`config.mk`:
```
export PLATFORM = sky130hd
export DESIGN_NAME = router_egress_sched
export DESIGN_NICKNAME = d
export VERILOG_FILES = /design/src/rtl/router_egress_sched.sv
export SDC_FILE = /design/constraint.sdc
export NUM_CORES = 1
export LEC_CHECK = 0
export CAP_MARGIN = 10
export CELL_PAD_IN_SITES_DETAIL_PLACEMENT = 1
export CELL_PAD_IN_SITES_GLOBAL_PLACEMENT = 1
export CORE_MARGIN = 8
export CORE_UTILIZATION = 40
export CTS_CLUSTER_SIZE = 24
export DETAILED_ROUTE_END_ITERATION = 10
export PLACE_DENSITY = 0.86
export SLEW_MARGIN = 25
export SYNTH_ARGS = -nofsm -noshare
export SYNTH_HDL_FRONTEND = slang
export SYNTH_SLANG_ARGS = --single-unit
```
`constraint.sdc`:
```
create_clock -name clock -period 4.9 [get_ports clock]
set_clock_uncertainty 0.15 [all_clocks]
set_input_delay 0.49 -clock clock [delete_from_list [all_inputs] [get_ports clock]]
set_output_delay 0.49 -clock clock [all_outputs]
set_load 0.02 [all_outputs]
```
`src/rtl/router_egress_sched.sv`:
```
// Round-robin egress scheduler for the 1x3 router.
// Drains whole packets (header, payload, parity) from three port FIFOs and
// serialises them onto one byte-wide link with sop/eop framing. A granted
// port keeps ownership until its parity byte has been read.
module router_egress_sched (
  input  logic       clock,
  input  logic       resetn,
  input  logic       valid_out_0,
  input  logic       valid_out_1,
  input  logic       valid_out_2,
  input  logic [7:0] data_out_0,
  input  logic [7:0] data_out_1,
  input  logic [7:0] data_out_2,
  output logic       read_enb_0,
  output logic       read_enb_1,
  output logic       read_enb_2,
  input  logic       link_ready,
  output logic [7:0] link_data,
  output logic       link_valid,
  output logic       link_sop,
  output logic       link_eop,
  output logic [2:0] grant,
  output logic       sched_busy
);

  typedef enum logic [2:0] {
    IDLE     = 3'd0,
    RD_HDR   = 3'd1,
    WAIT_HDR = 3'd2,
    XFER     = 3'd3,
    LAST     = 3'd4
  } state_t;

  state_t      state_q;
  logic [2:0]  grant_q;
  logic [1:0]  curPort_q;
  logic [1:0]  lastPort_q;
  logic [6:0]  rem_q;

  // Read-to-link pipeline: a read issued in cycle N returns data in N+1,
  // which is registered onto the link for cycle N+2.
  logic        pendRd_q;
  logic        pendSop_q;
  logic        pendEop_q;
  logic [1:0]  pendPort_q;

  logic [7:0]  linkData_q;
  logic        linkValid_q;
  logic        linkSop_q;
  logic        linkEop_q;

  logic [2:0]  validVec;
  logic        curValid;
  logic [7:0]  curData;
  logic [7:0]  pendData;
  logic        pickValid;
  logic [1:0]  pickPort;
  logic [1:0]  cand1;
  logic [1:0]  cand2;
  logic [1:0]  cand3;
  logic        issueRd_d;
  logic        issueSop_d;
  logic        issueEop_d;
  logic [6:0]  remLoad_d;

  function automatic logic [1:0] nextPort(input logic [1:0] p);
    return (p == 2'd2) ? 2'd0 : p + 2'd1;
  endfunction

  function automatic logic portValid(input logic [2:0] v, input logic [1:0] p);
    logic r;
    case (p)
      2'd0:    r = v[0];
      2'd1:    r = v[1];
      2'd2:    r = v[2];
      default: r = 1'b0;
    endcase
    return r;
  endfunction

  function automatic logic [2:0] oneHot(input logic [1:0] p);
    logic [2:0] r;
    case (p)
      2'd0:    r = 3'b001;
      2'd1:    r = 3'b010;
      2'd2:    r = 3'b100;
      default: r = 3'b000;
    endcase
    return r;
  endfunction

  assign validVec = {valid_out_2, valid_out_1, valid_out_0};

  // Select the owning port's FIFO status/data and the data of the port read last cycle.
  always_comb begin
    curValid = 1'b0;
    curData  = 8'h00;
    pendData = 8'h00;
    case (curPort_q)
      2'd0:    begin curValid = valid_out_0; curData = data_out_0; end
      2'd1:    begin curValid = valid_out_1; curData = data_out_1; end
      2'd2:    begin curValid = valid_out_2; curData = data_out_2; end
      default: begin curValid = 1'b0; curData = 8'h00; end
    endcase
    case (pendPort_q)
      2'd0:    pendData = data_out_0;
      2'd1:    pendData = data_out_1;
      2'd2:    pendData = data_out_2;
      default: pendData = 8'h00;
    endcase
  end

  // Round-robin search starting one past the last port that finished a packet.
  always_comb begin
    cand1     = nextPort(lastPort_q);
    cand2     = nextPort(cand1);
    cand3     = nextPort(cand2);
    pickValid = 1'b1;
    pickPort  = cand1;
    if (portValid(validVec, cand1)) begin
      pickPort = cand1;
    end else if (portValid(validVec, cand2)) begin
      pickPort = cand2;
    end else if (portValid(validVec, cand3)) begin
      pickPort = cand3;
    end else begin
      pickValid = 1'b0;
    end
  end

  // Read strobe is combinational so a stalled FIFO or link costs no extra cycle.
  always_comb begin
    issueRd_d  = 1'b0;
    issueSop_d = 1'b0;
    issueEop_d = 1'b0;
    remLoad_d  = 7'(curData >> 2) + 7'd1;
    if (state_q == RD_HDR) begin
      issueRd_d  = link_ready & curValid;
      issueSop_d = issueRd_d;
    end else if (state_q == XFER) begin
      issueRd_d  = link_ready & curValid & (rem_q != 7'd0);
      issueEop_d = issueRd_d & (rem_q == 7'd1);
    end
  end

  assign read_enb_0 = issueRd_d & (curPort_q == 2'd0);
  assign read_enb_1 = issueRd_d & (curPort_q == 2'd1);
  assign read_enb_2 = issueRd_d & (curPort_q == 2'd2);

  // Packet FSM: arbitrate, fetch header, count down payload plus parity, release.
  always_ff @(posedge clock or negedge resetn) begin
    if (!resetn) begin
      state_q    <= IDLE;
      grant_q    <= 3'b000;
      curPort_q  <= 2'd0;
      lastPort_q <= 2'd2;
      rem_q      <= 7'd0;
    end else begin
      case (state_q)
        IDLE: begin
          if (pickValid) begin
            curPort_q <= pickPort;
            grant_q   <= oneHot(pickPort);
            state_q   <= RD_HDR;
          end
        end
        RD_HDR: begin
          if (issueRd_d) state_q <= WAIT_HDR;
        end
        WAIT_HDR: begin
          rem_q   <= remLoad_d;
          state_q <= XFER;
        end
        XFER: begin
          if (issueRd_d) begin
            rem_q <= rem_q - 7'd1;
            if (rem_q == 7'd1) state_q <= LAST;
          end
        end
        LAST: begin
          lastPort_q <= curPort_q;
          grant_q    <= 3'b000;
          state_q    <= IDLE;
        end
        default: state_q <= IDLE;
      endcase
    end
  end

  // Remember each issued read and its framing, then register the returned byte onto the link.
  always_ff @(posedge clock or negedge resetn) begin
    if (!resetn) begin
      pendRd_q    <= 1'b0;
      pendSop_q   <= 1'b0;
      pendEop_q   <= 1'b0;
      pendPort_q  <= 2'd0;
      linkData_q  <= 8'h00;
      linkValid_q <= 1'b0;
      linkSop_q   <= 1'b0;
      linkEop_q   <= 1'b0;
    end else begin
      pendRd_q    <= issueRd_d;
      pendSop_q   <= issueSop_d;
      pendEop_q   <= issueEop_d;
      pendPort_q  <= curPort_q;
      linkValid_q <= pendRd_q;
      linkSop_q   <= pendRd_q & pendSop_q;
      linkEop_q   <= pendRd_q & pendEop_q;
      if (pendRd_q) linkData_q <= pendData;
    end
  end

  assign link_data  = linkData_q;
  assign link_valid = linkValid_q;
  assign link_sop   = linkSop_q;
  assign link_eop   = linkEop_q;
  assign grant      = grant_q;
  assign sched_busy = (state_q != IDLE);

endmodule

```
==> results of run 1 <==
-- per-layer routing --
metal / global-route usage, % / up-vias / part of all wire [%]
met5: 0 / - / 0
met4: 5.16 / 0 / 1.4
met3: 3.94 / 10 / 4.6
met2: 28.9 / 41 / 49
met1: 19.7 / 862 / 45
li1: - / 889 / -
-- area by class of cell --
type | count | area [um2]
Inverter | 5 | 18.8
Multi-Input combinational cell | 176 | 1130
Tap cell | 70 | 87.6
Timing Repair Buffer | 48 | 478
Clock inverter | 3 | 46.3
Fill cell | 596 | 2390
Clock buffer | 5 | 68.8
Sequential cell | 33 | 827
-- flip-flops by register name, indices dropped and copies added (netlist names) --
register / cells
pendSop_q: 1
curPort_q: 2
pendRd_q: 1
rem_q: 7
pendEop_q: 1
link_eop: 1
lastPort_q: 2
link_data: 8
state_q: 3
link_sop: 1
pendPort_q: 2
link_valid: 1
grant: 3
-- worst paths after layout --
path,startpoint,end
worst min register to register,pendSop_q,link_sop
worst max-delay path,curPort_q[1],read_enb_0
min in group asynchronous,resetn,grant[0]
max in group asynchronous,resetn,lastPort_q[1]
worst max register to register,curPort_q[1],rem_q[4]
worst min-delay path,pendSop_q,link_sop
-- power breakdown --
group          total [uW]  switching, uW  internal, uW  leakage (uW)
clock                 259            107           152     0.0000543
combinational         328            176           152      0.000581
sequential            383           61.8           321      0.000390
-- worst max-delay path, stage by stage, from the launching register on --
cell	delay (ns)
dfrtp_1	0.79
mux2i_1	0.20
o21ai_2	0.29
nand2_1	0.12
or2_1	0.30
a31o_2	0.28
nor3_1	0.17
clkdlybuf4s50_1	0.66
-- stage by stage --
stage,setup WS [ns],total power (uW)
2_1_floorplan,2.27,591
3_3_place_gp,1.37,704
3_5_place_dp,1.27,716
4_1_cts,1.15,979
5_1_grt,0.973,1040
6_report,1.15,970
-- kinds of logic (layout without fill, tap and decap cells) --
| group | after synthesis | after routing | synth area share, % |
|---|---|---|---|
| and+or+nand+nor | 91 | 91 | 23.3 |
| AOI/OAI and AO/OA | 59 | 59 | 18.6 |
| DFF | 33 | 33 | 40.4 |
| buffers and inverters | 19 | 61 | 4.64 |
| muxes | 18 | 18 | 8.97 |
| adders and majority gates | 4 | 4 | 2.44 |
| xor gates and xnor gates | 4 | 4 | 1.71 |
-- cell usage after synthesis (all sizes together) --
library cell	instances	area [um2]
nor3b	4	40.0
o211ai	1	7.51
nand2b	5	31.3
nand3b	1	7.51
buf	6	46.3
nand4b	1	8.76
nor2	37	144
clkbuf	8	30.0
o21ai	16	83.8
a22oi	3	22.5
a211oi	2	15.0
a31oi	2	27.5
a31o	1	8.76
o22a	1	8.76
a21oi	22	114
o22ai	1	6.26
a2bb2oi	1	8.76
nand3	3	15.0
and2	3	18.8
or2	1	6.26
xnor2	3	26.3
nor3	12	65.1
or4b	1	13.8
nand2	12	45.0
xor2	1	8.76
and3b	1	8.76
ha	4	50.1
mux2	3	33.8
dfstp	1	26.3
mux2i	15	150
o2bb2ai	3	26.3
nor4b	1	8.76
nand4	2	12.5
or4	1	11.3
o41a	1	11.3
dfrtp	32	801
nor2b	3	18.8
a211o	1	8.76
inv	5	18.8
a221o	1	10.0
o21bai	3	22.5
and2b	1	7.51
or3	2	13.8
==> flow_summary.yaml, run 1 <==
finish:
  antenna_cells: 0
  layout.nets: 303
  final_util_pct: 52.6
  fin_area_um2: 2650
  mostFrequentLayoutCell: "clkdlybuf4s50_1"
  syn_to_final_growth_pct: 29.5
  instances_no_fill: 340
  drive_above_1_share_pct: 8.89
  layout_common_cells: "47 x clkdlybuf4s50_1, 35 x nor2_1, 32 x dfrtp_1, 21 x a21oi_1, 15 x mux2i_1"
worst_setup_path:
  crit_arrival_ns: 3.11
  crit_fanout: 17
  r2r_cells: 7
  startpoint_type: "register"
  cp-end-kind: "output port"
  required_ns: 4.26
  critPathKind: "reg -> out"
  reg2reg_slack_ns: 2.38
floorplan:
  dieArea_um2: 7670
  die_h_um: 87.6
  start_util_pct: 40.6
  design.portCount: 48
  die_w_um: 87.6
  core_um2: 5040
  core.rowCount: 26
route:
  drtAntennaViolNets: 0
  vias: 1802
  drt-initial-drc-count: 68
  post-route-drc-count: 0
  drt-total-wl_um: 5890
  vias_per_cell: 5.30
  dr.pass1.iters: 4
  wl_per_cell_um: 17.3
synthesis:
  ys_seq_area_share_pct: 40.4
  synth.ff_latch_count: 33
  synth_area_per_cell_um2: 8.99
  yosysWarningCount: 0
  synth_area_um2: 2050
  post_synth_num_cell_types: 54
  syn_nets: 262
  netlist_instances: 228
timing:
  drv_slew: 0
  final-setup-viol-count: 0
  period_needed_ns: 3.75
  relSlewSlack_pct: 54.0
  min_period_over_period_pct: 76.5
  clock.fmax_mhz: 267
  tightest_slew_ns: 0.689
  fin_tns_setup_ns: 0
  rsz0062_at_grt: "no"
  final_hold_viol_count: 0
  whs_ns: 0.309
cts:
  insertion_delay_ns: 0.29
  path_clk_slew_ns: 0.07
  cts_resized: 0
  hold_buffers: 0
  root_buffer: "clkbuf_8"
  cts_tree: "built"
  cts.sinks: 33
  cts-htree-levels: 2
  max-clock-path-buffers: 2
  post_cts_buffers: 0
  cts_buffers: 5
global_routing:
  grt_pass1_vias: 1941
  grt_max_degree: 34
  antenna_found_initial: 0
  gr-total-overflow: 0
  grt_pass1_wl_um: 9920
  grt_usage_pct: 16.6
min_path:
  min_path_cells: 1
  hold_class: "reg -> reg"
power:
  powerDensity_nw_per_um2: 366
  ir_worst_vdd_mv: 0.175
  p_leak_uw: 0.00103
status:
  outcome: "completed"
run:
  cap_violations: 0
place:
  place_area_um2: 2540
  place.port_buffers: 47
  post-place-cells: 332
  post-dp-hpwl_um: 4370
  gp_congestion: 0.783
No activity file was read; power rests on OpenSTA's default activity.
==> run 2, diff against run 1 <==
CORE_UTILIZATION = 37   (was 40)
PLACE_DENSITY = 0.8   (was 0.86)
clock period = 3.7 ns   (was 4.9 ns; I/O delays follow)
==> flow_summary.yaml, run 2 (synthesized netlist as in run 1, its figures left out) <==
min_path:
  holdCritStartpoint: "pendSop_q"
  hold_class: "reg -> reg"
  min_to: "link_sop"
  min_path_cells: 1
power:
  powerDensity_nw_per_um2: 486
  ir_worst_vdd_mv: 0.244
  p_leak_uw: 0.00104
worst_setup_path:
  startpoint_type: "primary input"
  cp-end-kind: "output port"
  reg2reg_slack_ns: 1.29
  timing.rr.start: "curPort_q[1]"
  crit_arrival_ns: 2.82
  r2r_cells: 8
  crit_fanout: 7
  crit_start: "valid_out_2"
  regToRegEndpoint: "rem_q[4]"
  required_ns: 3.18
  critPathKind: "in -> out"
finish:
  largest_reg_flops: 8
  mostFrequentLayoutCell: "clkdlybuf4s50_1"
  final_util_pct: 49.1
  drive_above_1_share_pct: 9.19
  antenna_cells: 0
  fin_area_um2: 2670
  syn_to_final_growth_pct: 30.4
  layout_common_cells: "47 x clkdlybuf4s50_1, 35 x nor2_1, 32 x dfrtp_1, 21 x a21oi_1, 15 x mux2i_1"
  layout.nets: 305
route:
  dr.pass1.iters: 4
  drtAntennaViolNets: 0
  drt-total-wl_um: 5790
  vias: 1800
  wl_per_cell_um: 16.8
  post-route-drc-count: 0
  drt-initial-drc-count: 61
  vias_per_cell: 5.23
timing:
  relSlewSlack_pct: 48.9
  final_hold_viol_count: 0
  rsz0062_at_grt: "no"
  period_needed_ns: 3.34
  fin_tns_setup_ns: 0
  final-setup-viol-count: 0
  fin_ws_ns: 0.357
  drv_slew: 0
  min_period_over_period_pct: 90.4
  tightest_slew_ns: 0.761
  clock.fmax_mhz: 299
cts:
  max-clock-path-buffers: 2
  cts.sinks: 33
  cts-htree-levels: 2
  cts_resized: 0
  insertion_delay_ns: 0.29
  cts_buffers: 5
  post_cts_buffers: 0
  cts_tree: "built"
  hold_buffers: 0
  root_buffer: "clkbuf_8"
  path_clk_slew_ns: 0.06
floorplan:
  design.portCount: 48
  dieArea_um2: 8180
  die_h_um: 90.4
  core_um2: 5440
  die_w_um: 90.4
  start_util_pct: 37.7
  core.rowCount: 27
status:
  outcome: "completed"
global_routing:
  grt_pass1_wl_um: 9800
  grt_max_degree: 34
  antenna_found_initial: 0
  grt_usage_pct: 14.5
  grt_pass1_vias: 1909
  gr-total-overflow: 0
place:
  post-dp-hpwl_um: 4370
  gp_congestion: 0.786
  preCtsSetupSlack_ns: 0.352
  place.port_buffers: 47
  place_area_um2: 2560
run:
  cap_violations: 0
==> run 2: cell type report <==
type	count	area, um2
fillers	633	2770
repair buffers	50	493
well taps	72	90.1
flip-flops and latches	33	827
clock buffers	7	86.3
inverters	5	18.8
clock inverters	1	30.0
multi-input cells	176	1130
==> run 2: critical path: stages <==
cell,delay (ns)
clkdlybuf4s50_1,0.58
mux2i_1,0.13
o21ai_2,0.28
nand2_1,0.11
or2_1,0.28
a31o_2,0.27
nor3b_2,0.17
clkdlybuf4s50_1,0.63
==> run 2: worst max-delay path by stage <==
stage            endpoint  slack, ns  cells after the start
2_1_floorplan  read_enb_0       1.19                      8
3_3_place_gp   read_enb_2       0.43                      8
3_5_place_dp   read_enb_2       0.35                      8
4_1_cts        read_enb_2       0.35                      8
5_1_grt        read_enb_2       0.25                      8
6_report       read_enb_2       0.36                      8
==> run 2: per-stage QoR <==
| step | hold slack [ns] | cells | total power (uW) |
|---|---|---|---|
| global placement | 0.292 | 336 | 935 |
| finish | 0.304 | 344 | 1300 |
| CTS | 0.309 | 344 | 1310 |
| floorplan | -0.0756 | 228 | 782 |
| global route | 0.333 | 344 | 1390 |
| detailed placement | 0.294 | 336 | 952 |
==> run 2: power by group <==
part           total (uW)  internal (uW)  switching (uW)  leakage, uW
clock network         355            220             135    0.0000585
logic                 442            204             238     0.000592
registers             503            426            77.3     0.000390
total                1300            849             451      0.00104
==> run 2: layer usage <==
layer / share of wire (%) / track usage (%)
met1: 47 / 18.1
met2: 49 / 24.4
met3: 3.3 / 3.66
met4: 0.83 / 3.33
met5: 0 / 0
